### src/rtl/alu_issue_stage_if.sv
// Handshake and data bundle between the issue stage, its instruction source and the ALU.
// Latency: n/a (signal bundle only).
// Backpressure: in_valid/in_ready on the instruction side; the ALU side is free-running.
interface alu_issue_stage_if #(
    parameter int XLEN = 32
);
    logic            in_valid;
    logic            in_ready;
    logic [31:0]     in_instr;
    logic [XLEN-1:0] alu_A;
    logic [XLEN-1:0] alu_B;
    logic [31:0]     alu_instr;
    logic [XLEN-1:0] alu_result;
    logic [4:0]      dbg_raddr;
    logic [XLEN-1:0] dbg_rdata;
    logic            busy;

    // Environment side: instruction source, ALU result return and debug port.
    modport master (
        output in_valid, in_instr, alu_result, dbg_raddr,
        input  in_ready, alu_A, alu_B, alu_instr, dbg_rdata, busy
    );

    // Issue stage side.
    modport slave (
        input  in_valid, in_instr, alu_result, dbg_raddr,
        output in_ready, alu_A, alu_B, alu_instr, dbg_rdata, busy
    );
endinterface

### src/rtl/alu_issue_stage.sv
// Issue/operand-fetch stage for a 2-stage ALU: regfile, decode, bypass, stall, writeback.
// Latency: issue is combinational in the accept cycle; result written back two cycles later.
// Backpressure: in_ready drops for one cycle on a distance-1 RAW hazard and during reset.
module alu_issue_stage #(
    parameter int XLEN  = 32,
    parameter int NREGS = 32
) (
    input logic               clk,
    input logic               rst_n,
    alu_issue_stage_if.slave  io_bus
);

    localparam logic [6:0]      OP_R_TYPE    = 7'b0110011;
    localparam logic [6:0]      OP_I_TYPE    = 7'b0010011;
    localparam logic [31:0]     BUBBLE_INSTR = 32'h0000_0013;

    // In-flight tracker: slot 1 is in ALU stage 1, slot 2 is on alu_result now.
    logic                r_v1;
    logic [4:0]          r_rd1;
    logic                r_v2;
    logic [4:0]          r_rd2;

    // Integer register file; entry 0 is never written so it stays zero.
    logic [XLEN-1:0]     r_regfile [NREGS];

    // Decode
    logic [6:0]          w_opcode;
    logic [4:0]          w_rd;
    logic [4:0]          w_rs1;
    logic [4:0]          w_rs2;
    logic                w_is_r;
    logic                w_is_i;
    logic                w_supported;
    logic [XLEN-1:0]     w_imm;
    logic                w_hazard;
    logic                w_ready;
    logic                w_issue;
    logic [XLEN-1:0]     w_op_rs1;
    logic [XLEN-1:0]     w_op_rs2;
    logic [XLEN-1:0]     w_alu_a;
    logic [XLEN-1:0]     w_alu_b;
    logic [31:0]         w_alu_instr;

    assign w_opcode    = io_bus.in_instr[6:0];
    assign w_rd        = io_bus.in_instr[11:7];
    assign w_rs1       = io_bus.in_instr[19:15];
    assign w_rs2       = io_bus.in_instr[24:20];
    assign w_is_r      = (w_opcode == OP_R_TYPE);
    assign w_is_i      = (w_opcode == OP_I_TYPE);
    assign w_supported = w_is_r || w_is_i;
    assign w_imm       = {{(XLEN-12){io_bus.in_instr[31]}}, io_bus.in_instr[31:20]};

    // Operand read: x0 is hard zero, then the result leaving the ALU, then the regfile.
    // The bypass also covers a writeback landing in the same cycle as the read.
    function automatic logic [XLEN-1:0] f_operand(
        input logic [4:0]      r,
        input logic [XLEN-1:0] rf_val,
        input logic            v2,
        input logic [4:0]      rd2,
        input logic [XLEN-1:0] result
    );
        if (r == 5'd0)
            return '0;
        else if (v2 && (rd2 == r))
            return result;
        else
            return rf_val;
    endfunction

    assign w_op_rs1 = f_operand(w_rs1, r_regfile[w_rs1], r_v2, r_rd2, io_bus.alu_result);
    assign w_op_rs2 = f_operand(w_rs2, r_regfile[w_rs2], r_v2, r_rd2, io_bus.alu_result);

    // A producer in ALU stage 1 has no result yet, so a consumer must wait one cycle
    // and pick it up from the bypass. Unsupported opcodes read nothing and never wait.
    // Checking slot 1 first also guarantees the youngest writer of a register wins.
    always_comb begin
        w_hazard = 1'b0;
        if (w_supported && r_v1 && (r_rd1 != 5'd0)) begin
            if (r_rd1 == w_rs1)
                w_hazard = 1'b1;
            else if (w_is_r && (r_rd1 == w_rs2))
                w_hazard = 1'b1;
        end
    end

    // Reset holds the stage closed regardless of clock activity.
    assign w_ready = rst_n && !w_hazard;
    assign w_issue = io_bus.in_valid && w_ready && w_supported;

    // ALU drive: real operands on issue, otherwise the canonical nop bubble.
    always_comb begin
        w_alu_instr = BUBBLE_INSTR;
        w_alu_a     = '0;
        w_alu_b     = '0;
        if (w_issue) begin
            w_alu_instr = io_bus.in_instr;
            w_alu_a     = w_op_rs1;
            w_alu_b     = w_is_r ? w_op_rs2 : w_imm;
        end
    end

    // Shift the in-flight tracker; bubbles and unsupported opcodes enter as empty slots.
    always_ff @(posedge clk or negedge rst_n) begin
        if (!rst_n) begin
            r_v1  <= 1'b0;
            r_rd1 <= 5'd0;
            r_v2  <= 1'b0;
            r_rd2 <= 5'd0;
        end else begin
            r_v2  <= r_v1;
            r_rd2 <= r_rd1;
            r_v1  <= w_issue;
            r_rd1 <= w_issue ? w_rd : 5'd0;
        end
    end

    // Write back the emerging ALU result; reset clears the file and drops in-flight results.
    always_ff @(posedge clk or negedge rst_n) begin
        if (!rst_n) begin
            for (int i = 0; i < NREGS; i++)
                r_regfile[i] <= '0;
        end else if (r_v2 && (r_rd2 != 5'd0)) begin
            r_regfile[r_rd2] <= io_bus.alu_result;
        end
    end

    assign io_bus.in_ready  = w_ready;
    assign io_bus.alu_instr = w_alu_instr;
    assign io_bus.alu_A     = w_alu_a;
    assign io_bus.alu_B     = w_alu_b;
    assign io_bus.busy      = r_v1 | r_v2;
    // Debug view is the architectural file only, so a same-cycle writeback shows next cycle.
    assign io_bus.dbg_rdata = r_regfile[io_bus.dbg_raddr];

endmodule

### src/flat_wrapper.sv
// flat-port wrapper written by rule: the top's interface ports become plain ports
module alu_issue_stage_flat 
#(
    parameter int XLEN  = 32,
    parameter int NREGS = 32
)
  (clk, rst_n, io_bus_in_valid, io_bus_in_instr, io_bus_alu_result, io_bus_dbg_raddr, io_bus_in_ready, io_bus_alu_A, io_bus_alu_B, io_bus_alu_instr, io_bus_dbg_rdata, io_bus_busy);
  alu_issue_stage_if #(.XLEN(XLEN)) io_bus_i ();
  input logic clk;
  input logic rst_n;
  input wire logic [$bits(io_bus_i.in_valid)-1:0] io_bus_in_valid;
  input wire logic [$bits(io_bus_i.in_instr)-1:0] io_bus_in_instr;
  input wire logic [$bits(io_bus_i.alu_result)-1:0] io_bus_alu_result;
  input wire logic [$bits(io_bus_i.dbg_raddr)-1:0] io_bus_dbg_raddr;
  output wire logic [$bits(io_bus_i.in_ready)-1:0] io_bus_in_ready;
  output wire logic [$bits(io_bus_i.alu_A)-1:0] io_bus_alu_A;
  output wire logic [$bits(io_bus_i.alu_B)-1:0] io_bus_alu_B;
  output wire logic [$bits(io_bus_i.alu_instr)-1:0] io_bus_alu_instr;
  output wire logic [$bits(io_bus_i.dbg_rdata)-1:0] io_bus_dbg_rdata;
  output wire logic [$bits(io_bus_i.busy)-1:0] io_bus_busy;
  assign io_bus_i.in_valid = io_bus_in_valid;
  assign io_bus_i.in_instr = io_bus_in_instr;
  assign io_bus_i.alu_result = io_bus_alu_result;
  assign io_bus_i.dbg_raddr = io_bus_dbg_raddr;
  assign io_bus_in_ready = io_bus_i.in_ready;
  assign io_bus_alu_A = io_bus_i.alu_A;
  assign io_bus_alu_B = io_bus_i.alu_B;
  assign io_bus_alu_instr = io_bus_i.alu_instr;
  assign io_bus_dbg_rdata = io_bus_i.dbg_rdata;
  assign io_bus_busy = io_bus_i.busy;
  alu_issue_stage #(.XLEN(XLEN), .NREGS(NREGS)) u_core (.clk(clk), .rst_n(rst_n), .io_bus(io_bus_i));
endmodule
### config.mk
export PLATFORM = sky130hd
export DESIGN_NAME = alu_issue_stage_flat
export DESIGN_NICKNAME = d
export VERILOG_FILES = /design/src/rtl/alu_issue_stage_if.sv /design/src/rtl/alu_issue_stage.sv /design/src/flat_wrapper.sv
export SDC_FILE = /design/constraint.sdc
export NUM_CORES = 2
export LEC_CHECK = 0
export BUFFER_PORTS_ARGS = -buffer_cell sky130_fd_sc_hd__buf_2
export CORE_MARGIN = 2
export CORE_UTILIZATION = 35
export DETAILED_ROUTE_END_ITERATION = 12
export HOLD_SLACK_MARGIN = 0.06
export PLACE_DENSITY = 0.57
export SYNTH_ARGS = -nofsm -noshare
export SYNTH_HDL_FRONTEND = slang
export SYNTH_SLANG_ARGS = --single-unit
### constraint.sdc
create_clock -name clk -period 2.9 [get_ports clk]
set_clock_uncertainty 0.1 [all_clocks]
set_input_delay 0.29 -clock clk [delete_from_list [all_inputs] [get_ports clk]]
set_output_delay 0.29 -clock clk [all_outputs]
set_load 0.05 [all_outputs]
==> impl_metrics.env <==
export IMPL_grt_pass1_vias=45500
export IMPL_fin_tns_setup_ps=-55500
export IMPL_synth_seq_area_share_pct=40.4
export IMPL_use_met1_pct=35.2
export IMPL_multi_input_comb_area_sq_mm=0.0371
export IMPL_synth_edf_count=0
export IMPL_grt_pass1_wl_microns=343000
export IMPL_max_freq_mhz=272
export IMPL_die_width_microns=432
export IMPL_min_path_type="input port to asynchronous set/reset pin"
export IMPL_setup_violations_final=122
export IMPL_drive_above_1_share_pct=63.1
export IMPL_ys_warn_count=0
export IMPL_hold_viol=0
export IMPL_ir_drop_v=0.000454
export IMPL_clkLatencyLatePin_ps=770
export IMPL_final_area_sq_mm=0.0787
export IMPL_p_per_area_mw_per_mm2=454
export IMPL_report_final_slew_viol_count=0
export IMPL_yosys_area_top_type_share_pct=40.4
export IMPL_start_util_pct=35.1
export IMPL_cp_data_arrival_time_ps=3280
export IMPL_clock_path_buffers=3
export IMPL_row_count=157
export IMPL_htree_levels=3
export IMPL_netlist_instances=4191
export IMPL_cp_start_kind="flip-flop"
export IMPL_grt_usage_pct=25.5
export IMPL_rsz0062_at_grt="yes"
export IMPL_grt_util_met3_pct=4.87
export IMPL_syn_area_sq_mm=0.0641
export IMPL_fillCellCount=16300
export IMPL_hold_ws_ps=110
export IMPL_area_growth_syn_to_layout_pct=22.8
export IMPL_crit_type="flip-flop to output port"
export IMPL_crit_fanout=7
export IMPL_postRouteAntennaNets=0
export IMPL_globalplace_congestion=0.845
export IMPL_p_leak_nw=33.4
export IMPL_clk_pin_slew_ps=60
export IMPL_cts_tree="built"
export IMPL_synth_area_top_cells="dfrtp_1, mux4_2, mux2_2"
export IMPL_grt_util_met2_pct=39.9
export IMPL_critPathRequiredTime_ps=2510
export IMPL_wl_per_cell_microns=34.1
export IMPL_via_count=44600
export IMPL_finalCritPeriodShare_pct=127
export IMPL_grt_ovfl_total=0
export IMPL_busiest_layer="met2"
export IMPL_synth_common_cells="mux2_2, dfrtp_1, mux4_2"
export IMPL_status="finished with violations"
export IMPL_synth_area_leader_cell="dfrtp_1"
export IMPL_maxSlewHeadroom_pct=23.5
export IMPL_drt_iter0_drc=4821
export IMPL_yosys_most_used_dff="dfrtp_1"
export IMPL_postSynth_asyncResetShare_pct=100
export IMPL_numCtsBuffers=116
export IMPL_dp_hpwl_microns=152000
export IMPL_synth_seq_cells=1036
export IMPL_seq_area_sq_mm=0.0259
export IMPL_avgSynthCellArea_sq_um=15.3
export IMPL_dpl_instance_area_sq_mm=0.0721
export IMPL_violations="negative setup slack"
export IMPL_io_buffer_count=195
export IMPL_num_io_pins=202
export IMPL_timing_final_ws_setup_ps=-770
export IMPL_drv_cap=0
export IMPL_vias_per_cell=6.33
export IMPL_fin_crit_ps=3670
export IMPL_ys_types=62
export IMPL_firstDrtPassIters=5
export IMPL_cts_root_buf="clkbuf_16"
export IMPL_end_kind="output port"
export IMPL_cts_sinks=1036
export IMPL_nets=4641
export IMPL_postRouteWirelength_microns=240000
export IMPL_grt_max_degree=162
export IMPL_drc=0
export IMPL_coreArea_sq_mm=0.182
export IMPL_die_h_microns=432
export IMPL_synth_most_common_cell="mux2_2"
export IMPL_antenna_found_initial=6
export IMPL_die_area_sq_mm=0.187
export IMPL_tightest_slew_ps=1140
## sequential cells by signal (all words and copies together), names as in the netlist
signal / flops
u_core.r_v1: 1
u_core.r_regfile: 1024
u_core.r_v2: 1
u_core.r_rd2: 5
u_core.r_rd1: 5
## placed cells by master (no fill, tap or decap), types with 9 or more instances in the layout
| master | count |
|---|---|
| o2bb2ai_4 | 29 |
| nor2b_1 | 16 |
| a211oi_1 | 12 |
| a221oi_1 | 14 |
| clkbuf_8 | 23 |
| buf_4 | 386 |
| nor3_1 | 14 |
| buf_8 | 46 |
| dfrtp_1 | 1036 |
| mux4_2 | 804 |
| nor2_1 | 17 |
| nand2_1 | 41 |
| mux2_4 | 31 |
| clkbuf_1 | 16 |
| buf_12 | 184 |
| clkinvlp_4 | 10 |
| clkinv_2 | 27 |
| mux2_2 | 1016 |
| nor2_4 | 12 |
| nand3_1 | 16 |
| o21ai_0 | 16 |
| nand2_4 | 11 |
| a22oi_1 | 50 |
| mux2i_1 | 228 |
| a21oi_1 | 67 |
| bufinv_16 | 11 |
| and2_4 | 24 |
| a21oi_4 | 9 |
| buf_2 | 57 |
| clkbuf_16 | 125 |
| xnor2_1 | 11 |
| buf_6 | 63 |
| o22ai_1 | 58 |
| dlygate4sd3_1 | 24 |
| nand2b_1 | 12 |
## worst max-delay path, stage by stage, from the launching register on
cell and delay (ps):
dfrtp_1 390, or3_4 390, o311a_4 330, a21oi_4 200, buf_12 140, nor3b_4 210
buf_12 150, buf_16 170, clkbuf_16 200, o2bb2ai_4 150, buf_12 160
## logic make-up after synthesis
family	synth area share [%]
flip-flops	40.4
multiplexers	50.2
XOR/XNOR	0.273
AO/OA/AOI/OAI	3.41
buffers and inverters	3.89
AND/OR/NAND/NOR	1.76
other	0.0117
## metal layers
metal | up-vias | share of wire, %
met5 | - | 0.0050
met2 | 2193 | 47
met4 | 2 | 4.4
li1 | 17600 | -
met3 | 461 | 7.9
met1 | 24400 | 41
## power breakdown
part	total (W)	switching, W	internal (W)
clock	0.0157	0.00659	0.00909
combinational	0.00503	0.00266	0.00237
sequential	0.0151	0.000307	0.0148
total	0.0358	0.00956	0.0262
## per-stage QoR
| stage | utilization, % | setup slack, ps | power (W) | cells |
|---|---|---|---|---|
| 5_1_grt | 43.1 | -863 | 0.0369 | 7050 |
| 3_5_place_dp | 39.5 | -503 | 0.0201 | 6730 |
| 2_1_floorplan | - | -326 | 0.0182 | 4195 |
| 3_3_place_gp | 39.5 | -554 | 0.0201 | 6730 |
| 6_report | 43.1 | -770 | 0.0358 | 7050 |
| 4_1_cts | 43.0 | -774 | 0.0360 | 7030 |
## layout make-up
| class | count | area share, % |
|---|---|---|
| well taps | 2385 | 3.79 |
| multi-input cells | 2644 | 47.1 |
| diodes | 1 | 0.00318 |
| inverters | 2 | 0.0111 |
| repair buffers | 769 | 11.1 |
| clock buffers | 158 | 4.28 |
| clock inverters | 55 | 0.796 |
| flip-flops and latches | 1036 | 32.9 |
## worst paths after layout
check | from | end | slack [ps] | cells past startpoint
worst min register to register | u_core.r_regfile[997] | u_core.r_regfile[997] | 310 | 0
worst min-delay path | rst_n | u_core.r_rd1[1] | 110 | 3
worst max-delay path | u_core.r_rd1[1] | io_bus_alu_A[18] | -770 | 10
worst max register to register | u_core.r_rd2[4] | u_core.r_regfile[631] | 270 | 6
min in group clk | io_bus_alu_result[7] | u_core.r_regfile[231] | 120 | 3
max in group asynchronous | rst_n | u_core.r_regfile[131] | 1110 | 4
## what timing repair did
| item | 4_1_cts | 5_1_grt |
|---|---|---|
| cloned | 3 | 2 |
| resized for setup | 332 | 53 |
| pin swaps | 14 | 18 |
| setup endpoints to repair | 122 | 123 |
| hold endpoints to repair | 327 | 0 |
| buffers inserted | 60 | 21 |
| hold buffers | 24 | 0 |
No activity file was read; power rests on OpenSTA's default activity.
